**src/rtl/fetch_pkg.sv**
```systemverilog
`default_nettype none
// +-----------------------------------------------------------------+
// | fetch_pkg: shared types and constants for the fetch sequencer.  |
// | Revision: 1.0                                                   |
// +-----------------------------------------------------------------+
package fetch_pkg;

  typedef enum logic [1:0] {
    IDLE  = 2'd0,
    REQ   = 2'd1,
    HOLD  = 2'd2,
    DRAIN = 2'd3
  } fetch_state_e;

  localparam int unsigned INST_BYTES          = 4;
  localparam logic [31:0] DEFAULT_TRAP_VECTOR = 32'h0000_0080;

endpackage
`default_nettype wire

```
**src/rtl/fetch_out_buf.sv**
```systemverilog
`default_nettype none
// +-----------------------------------------------------------------+
// | fetch_out_buf: output register plus one-entry skid, with flush. |
// | Revision: 1.0                                                   |
// +-----------------------------------------------------------------+
module fetch_out_buf
  import fetch_pkg::*;
(
  input  logic        clk_i,
  input  logic        rst_i,
  input  logic        flush_i,
  input  logic        wr_i,
  input  logic [31:0] wr_inst_i,
  input  logic [31:0] wr_pc_i,
  input  logic        ready_i,
  output logic        valid_o,
  output logic [31:0] inst_o,
  output logic [31:0] pc_o
);

  logic        valid_q, valid_d;
  logic [31:0] inst_q, inst_d;
  logic [31:0] pc_q, pc_d;
  logic        skid_valid_q, skid_valid_d;
  logic [31:0] skid_inst_q, skid_inst_d;
  logic [31:0] skid_pc_q, skid_pc_d;
  logic        slot_free;

  always_comb begin
    valid_d      = valid_q;
    inst_d       = inst_q;
    pc_d         = pc_q;
    skid_valid_d = skid_valid_q;
    skid_inst_d  = skid_inst_q;
    skid_pc_d    = skid_pc_q;
    slot_free    = !valid_q || ready_i;

    if (flush_i) begin
      valid_d      = 1'b0;
      skid_valid_d = 1'b0;
    end else if (slot_free) begin
      // A parked skid entry always drains ahead of any new write.
      if (skid_valid_q) begin
        valid_d      = 1'b1;
        inst_d       = skid_inst_q;
        pc_d         = skid_pc_q;
        skid_valid_d = 1'b0;
      end else if (wr_i) begin
        valid_d = 1'b1;
        inst_d  = wr_inst_i;
        pc_d    = wr_pc_i;
      end else begin
        valid_d = 1'b0;
      end
    end else if (wr_i) begin
      skid_valid_d = 1'b1;
      skid_inst_d  = wr_inst_i;
      skid_pc_d    = wr_pc_i;
    end
  end

  always_ff @(posedge clk_i or posedge rst_i) begin
    if (rst_i) begin
      valid_q      <= 1'b0;
      inst_q       <= '0;
      pc_q         <= '0;
      skid_valid_q <= 1'b0;
      skid_inst_q  <= '0;
      skid_pc_q    <= '0;
    end else begin
      valid_q      <= valid_d;
      inst_q       <= inst_d;
      pc_q         <= pc_d;
      skid_valid_q <= skid_valid_d;
      skid_inst_q  <= skid_inst_d;
      skid_pc_q    <= skid_pc_d;
    end
  end

  assign valid_o = valid_q;
  assign inst_o  = inst_q;
  assign pc_o    = pc_q;

endmodule
`default_nettype wire

```
**src/rtl/fetch_sequencer.sv**
```systemverilog
`default_nettype none
// +-----------------------------------------------------------------+
// | fetch_sequencer: PC sequencing and instruction-fetch control.   |
// | Revision: 1.0                                                   |
// +-----------------------------------------------------------------+
module fetch_sequencer
  import fetch_pkg::*;
#(
  parameter logic [31:0] TRAP_VECTOR = DEFAULT_TRAP_VECTOR
) (
  input  logic        clk_i,
  input  logic        rst_i,
  input  logic [31:0] pc_cur_i,
  output logic [31:0] pc_next_o,
  output logic        pc_stall_o,
  output logic        imem_req_o,
  output logic [31:0] imem_addr_o,
  input  logic        imem_ack_i,
  input  logic [31:0] imem_data_i,
  output logic        if_valid_o,
  input  logic        if_ready_i,
  output logic [31:0] if_inst_o,
  output logic [31:0] if_pc_o,
  input  logic        redirect_i,
  input  logic [31:0] redirect_pc_i,
  input  logic        trap_i
);

  fetch_state_e state_q, state_d;
  logic [31:0]  drain_addr_q, drain_addr_d;
  logic         flush;
  logic         slot_free;
  logic         buf_wr;

  always_comb begin
    flush        = trap_i || redirect_i;
    slot_free    = !if_valid_o || if_ready_i;
    state_d      = state_q;
    drain_addr_d = drain_addr_q;
    imem_req_o   = 1'b0;
    imem_addr_o  = '0;
    buf_wr       = 1'b0;

    case (state_q)
      IDLE: begin
        if (slot_free) state_d = REQ;
      end
      REQ: begin
        imem_req_o  = 1'b1;
        imem_addr_o = pc_cur_i;
        if (imem_ack_i) begin
          buf_wr  = 1'b1;
          state_d = slot_free ? REQ : HOLD;
        end
      end
      HOLD: begin
        if (if_ready_i) state_d = IDLE;
      end
      DRAIN: begin
        imem_req_o  = 1'b1;
        imem_addr_o = drain_addr_q;
        if (imem_ack_i) state_d = IDLE;
      end
      default: state_d = IDLE;
    endcase

    // An unacked request must still be completed, so it is finished in DRAIN.
    if (flush) begin
      buf_wr = 1'b0;
      case (state_q)
        REQ: begin
          if (imem_ack_i) begin
            state_d = IDLE;
          end else begin
            state_d      = DRAIN;
            drain_addr_d = pc_cur_i;
          end
        end
        DRAIN:   state_d = DRAIN;
        default: state_d = IDLE;
      endcase
    end
  end

  always_comb begin
    if (trap_i)          pc_next_o = TRAP_VECTOR;
    else if (redirect_i) pc_next_o = redirect_pc_i;
    else                 pc_next_o = pc_cur_i + 32'(INST_BYTES);
  end

  assign pc_stall_o = !(buf_wr || flush);

  always_ff @(posedge clk_i or posedge rst_i) begin
    if (rst_i) begin
      state_q      <= IDLE;
      drain_addr_q <= '0;
    end else begin
      state_q      <= state_d;
      drain_addr_q <= drain_addr_d;
    end
  end

  fetch_out_buf u_out_buf (
    .clk_i     (clk_i),
    .rst_i     (rst_i),
    .flush_i   (flush),
    .wr_i      (buf_wr),
    .wr_inst_i (imem_data_i),
    .wr_pc_i   (pc_cur_i),
    .ready_i   (if_ready_i),
    .valid_o   (if_valid_o),
    .inst_o    (if_inst_o),
    .pc_o      (if_pc_o)
  );

endmodule
`default_nettype wire
```
**config.mk**
```make
export PLATFORM = sky130hd
export DESIGN_NAME = fetch_sequencer
export DESIGN_NICKNAME = d
export VERILOG_FILES = /design/src/rtl/fetch_pkg.sv /design/src/rtl/fetch_out_buf.sv /design/src/rtl/fetch_sequencer.sv
export SDC_FILE = /design/constraint.sdc
export NUM_CORES = 1
export LEC_CHECK = 0
export CAP_MARGIN = 0
export CORE_ASPECT_RATIO = 1.75
export CORE_MARGIN = 10
export CORE_UTILIZATION = 44
export DETAILED_ROUTE_END_ITERATION = 8
export GPL_TIMING_DRIVEN = 1
export PLACE_DENSITY = 0.85
export SYNTH_ARGS = -nofsm -noshare
export SYNTH_HDL_FRONTEND = slang
export SYNTH_SLANG_ARGS = --single-unit
```
**constraint.sdc**
```tcl
create_clock -name clk_i -period 5.2 [get_ports clk_i]
set_input_delay 0.52 -clock clk_i [delete_from_list [all_inputs] [get_ports clk_i]]
set_output_delay 0.52 -clock clk_i [all_outputs]
set_load 0.1 [all_outputs]
```
==> impl_metrics.toml <==
[hold_path]
hold-path-endpoint = "u_out_buf.inst_o[9]"
hp-start = "u_out_buf.inst_o[9]"
min_path_cells = 2
hp-class = "flip-flop to flip-flop"

[clock_tree]
clk_pin_slew_worst_paths_ns = 0.07
post_cts_buffers = 0
cts_buffer_depth = 2
cts_made_buffers = 17
cts_tree = "yes"
clockRootBuffer = "clkbuf_16"
cts_sinks = 164
cts_hold_buffers = 0
clk_latency_ns = 0.42
cts_htree_levels = 4
cts_resized = 0

[power]
irDropWorstVdd_mv = 0.5466
p_leak_nw = 4.817
powerDensity_mw_per_mm2 = 521.6

[yosys]
synthSimpleGateAreaFrac_pct = 10.87
avgSynthCellArea_sq_um = 10.66
synth_compound_area_share_pct = 9.130
synth_cell_types = 38
synth_area_leaders = "dfrtp_1, mux2_2, mux2i_1"
synth_top_family_by_area = "multiplexers"
synth-seq-area-share_pct = 49.74
synthFlopType = "dfrtp_1"
synth_top_area_share_pct = 49.74
yosysWarnings = 0
muxShareOfSynthArea_pct = 24.84
synthXorXnorAreaFrac_pct = 1.274
synth-seq-cells = 164
synth_enable_flop_cells = 0
async_flop_share_pct = 100.0
syn_area_sq_mm = 0.008250
syn_nets = 877
synth_fa_ha_area_share_pct = 0.1517
synth_largest_area_cell = "dfrtp_1"
syn_inst = 774

[sta]
fin_crit_sh_pct = 77.60
rsz0062_at_grt = "no"
setup_violations = 0
tns_ns = 0
maxSlewHeadroom_pct = 23.90
worst_pin_slew_ns = 1.142
fin_crit_ns = 4.035
maxSlewViolCount = 0
clock_skew_ns = 0.008052
hold_violations = 0
max_freq_ghz = 0.2478

[setup_path]
required_ns = 4.68
start_kind = "input port"
reg2reg_depth = 3
critPathArrivalTime_ns = 3.51
crit_top_cell = "or4_1"
path_cells = "clkdlybuf4s50_1 > nand4_4 > or4_1 > or4_1 > a311oi_1 > buf_12"
worst_path_max_delay_cell = "or4_1"
reg2reg_from = "state_q[1]"
end_kind = "primary output"
cpPeakStageDelay_ns = 0.81
r2r_end = "u_out_buf.skid_inst_q[26]"
critical_path_class = "input port to primary output"
cp_max_fo = 16
ff2ff_setup_slack_ns = 2.23

[drt]
num_vias = 6596
first_pass_iters = 5
drc = 0
avgRoutedWirePerCell_um = 20.38
ant_nets = 0
viasPerCell = 5.433
finalWirelength_mm = 24.74
first_iter_violations = 319

[floorplanning]
core_area_sq_mm = 0.01850
dieArea_sq_mm = 0.02484
ios = 233
die_w_um = 123.5
die_h_um = 201.1
start_util_pct = 44.60
rows = 66

[global_routing]
grt_pass1_wl_mm = 38.37
grt_usage_pct = 19.74
antenna_found_initial = 0
grt_overflow = 0
grt_max_degree = 113
grt_pass1_vias = 6821

[finish]
fill_cells = 1478
drive_gt1_share_pct = 18.03
nNetsFinal = 1066
final_cell_mix = "clkdlybuf4s50_1, dfrtp_1, mux2i_1"
final_common_cell = "clkdlybuf4s50_1"
antennaDiodeCount = 0
syn_to_final_growth_pct = 38.94
fin_cells = 1214

[outcome]
status = "complete, no violations"

[job]
max-cap-violations = 0

[place]
port_buffers = 232
place_inst = 1182
dp_hpwl_mm = 17.85
gp_congestion = 0.8427
-- layout make-up --
| type | count | area [sq um] | area share [%] |
|---|---|---|---|
| Timing Repair Buffer | 241 | 2603 | 22.70 |
| Inverter | 12 | 50.05 | 0.4366 |
| Tap cell | 238 | 297.8 | 2.598 |
| Clock buffer | 17 | 425.4 | 3.711 |
| Multi-Input combinational cell | 527 | 3860 | 33.67 |
| Sequential cell | 164 | 4109 | 35.84 |
| Clock inverter | 15 | 118.9 | 1.037 |
-- per-layer routing --
metal	part of all wire [%]	vias to the layer above	GRT usage [%]	wire (um)
li1	-	3132	-	-
met4	3.1	0	8.605	768
met5	0	-	0	0
met2	53	219	34.95	13030
met3	6.5	44	4.878	1607
met1	38	3201	21.36	9338
-- kinds of logic (layout without fill, tap and decap cells) --
kind of cell | after synthesis | after routing
buffers and inverters | 83 | 285
DFF | 164 | 164
muxes | 193 | 193
AOI/OAI and AO/OA | 125 | 125
and+or+nand+nor | 196 | 196
xor gates and xnor gates | 12 | 12
adders and majority gates | 1 | 1
-- worst max path at each step --
stage                 start             to  slack [ns]  cells past startpoint
6_report       pc_cur_i[12]  pc_next_o[28]        1.17                      6
2_1_floorplan  pc_cur_i[11]  pc_next_o[27]        0.22                      6
5_1_grt        pc_cur_i[11]  pc_next_o[27]        1.01                      6
3_5_place_dp   pc_cur_i[10]  pc_next_o[28]        1.15                      6
4_1_cts        pc_cur_i[12]  pc_next_o[28]        1.16                      6
3_3_place_gp   pc_cur_i[10]  pc_next_o[26]        1.20                      6
-- where the power goes --
part | leakage, nW | internal [mW] | switching [mW] | total [mW]
registers | 2.13 | 1.59 | 0.189 | 1.78
clock network | 0.269 | 0.625 | 0.561 | 1.19
logic | 2.42 | 0.726 | 2.29 | 3.01
total | 4.82 | 2.94 | 3.04 | 5.98
-- synthesized netlist by cell type (7+ instances only) --
cell	instances
dfrtp_1	164
mux2i_1	99
mux2_2	94
nand2_1	80
o21ai_0	75
nor2_1	62
clkbuf_1	53
nand3_1	13
a211oi_1	11
inv_1	10
nand4_1	10
a21oi_1	9
a311oi_1	9
buf_1	9
buf_2	8
or4_1	8
xor2_1	8
o31ai_1	7
-- registers in the layout, summed over array words and instances (netlist names) --
| name | cells |
|---|---|
| u_out_buf.skid_valid_q | 1 |
| u_out_buf.skid_inst_q | 32 |
| u_out_buf.pc_o | 32 |
| u_out_buf.valid_o | 1 |
| state_q | 2 |
| u_out_buf.skid_pc_q | 32 |
| u_out_buf.inst_o | 32 |
| drain_addr_q | 32 |
-- critical path, delay by kind of cell --
family | cells | cell delay [ns]
AND/OR/NAND/NOR | 3 | 1.58
buffers and inverters | 2 | 0.94
AO/OA/AOI/OAI | 1 | 0.47
-- through the flow --
stage	area, sq um	utilization (%)	worst slack, ns	hold WS (ns)	total power, mW
floorplan	8257	-	0.2159	0.4496	4.019
global placement	10920	59.03	1.203	0.4610	4.787
detailed placement	10920	59.03	1.151	0.4694	4.834
CTS	11460	61.97	1.157	0.4851	6.029
global route	11460	61.97	1.014	0.5061	6.197
finish	11460	61.97	1.165	0.4766	5.979
(Power assumes the default switching activity.)
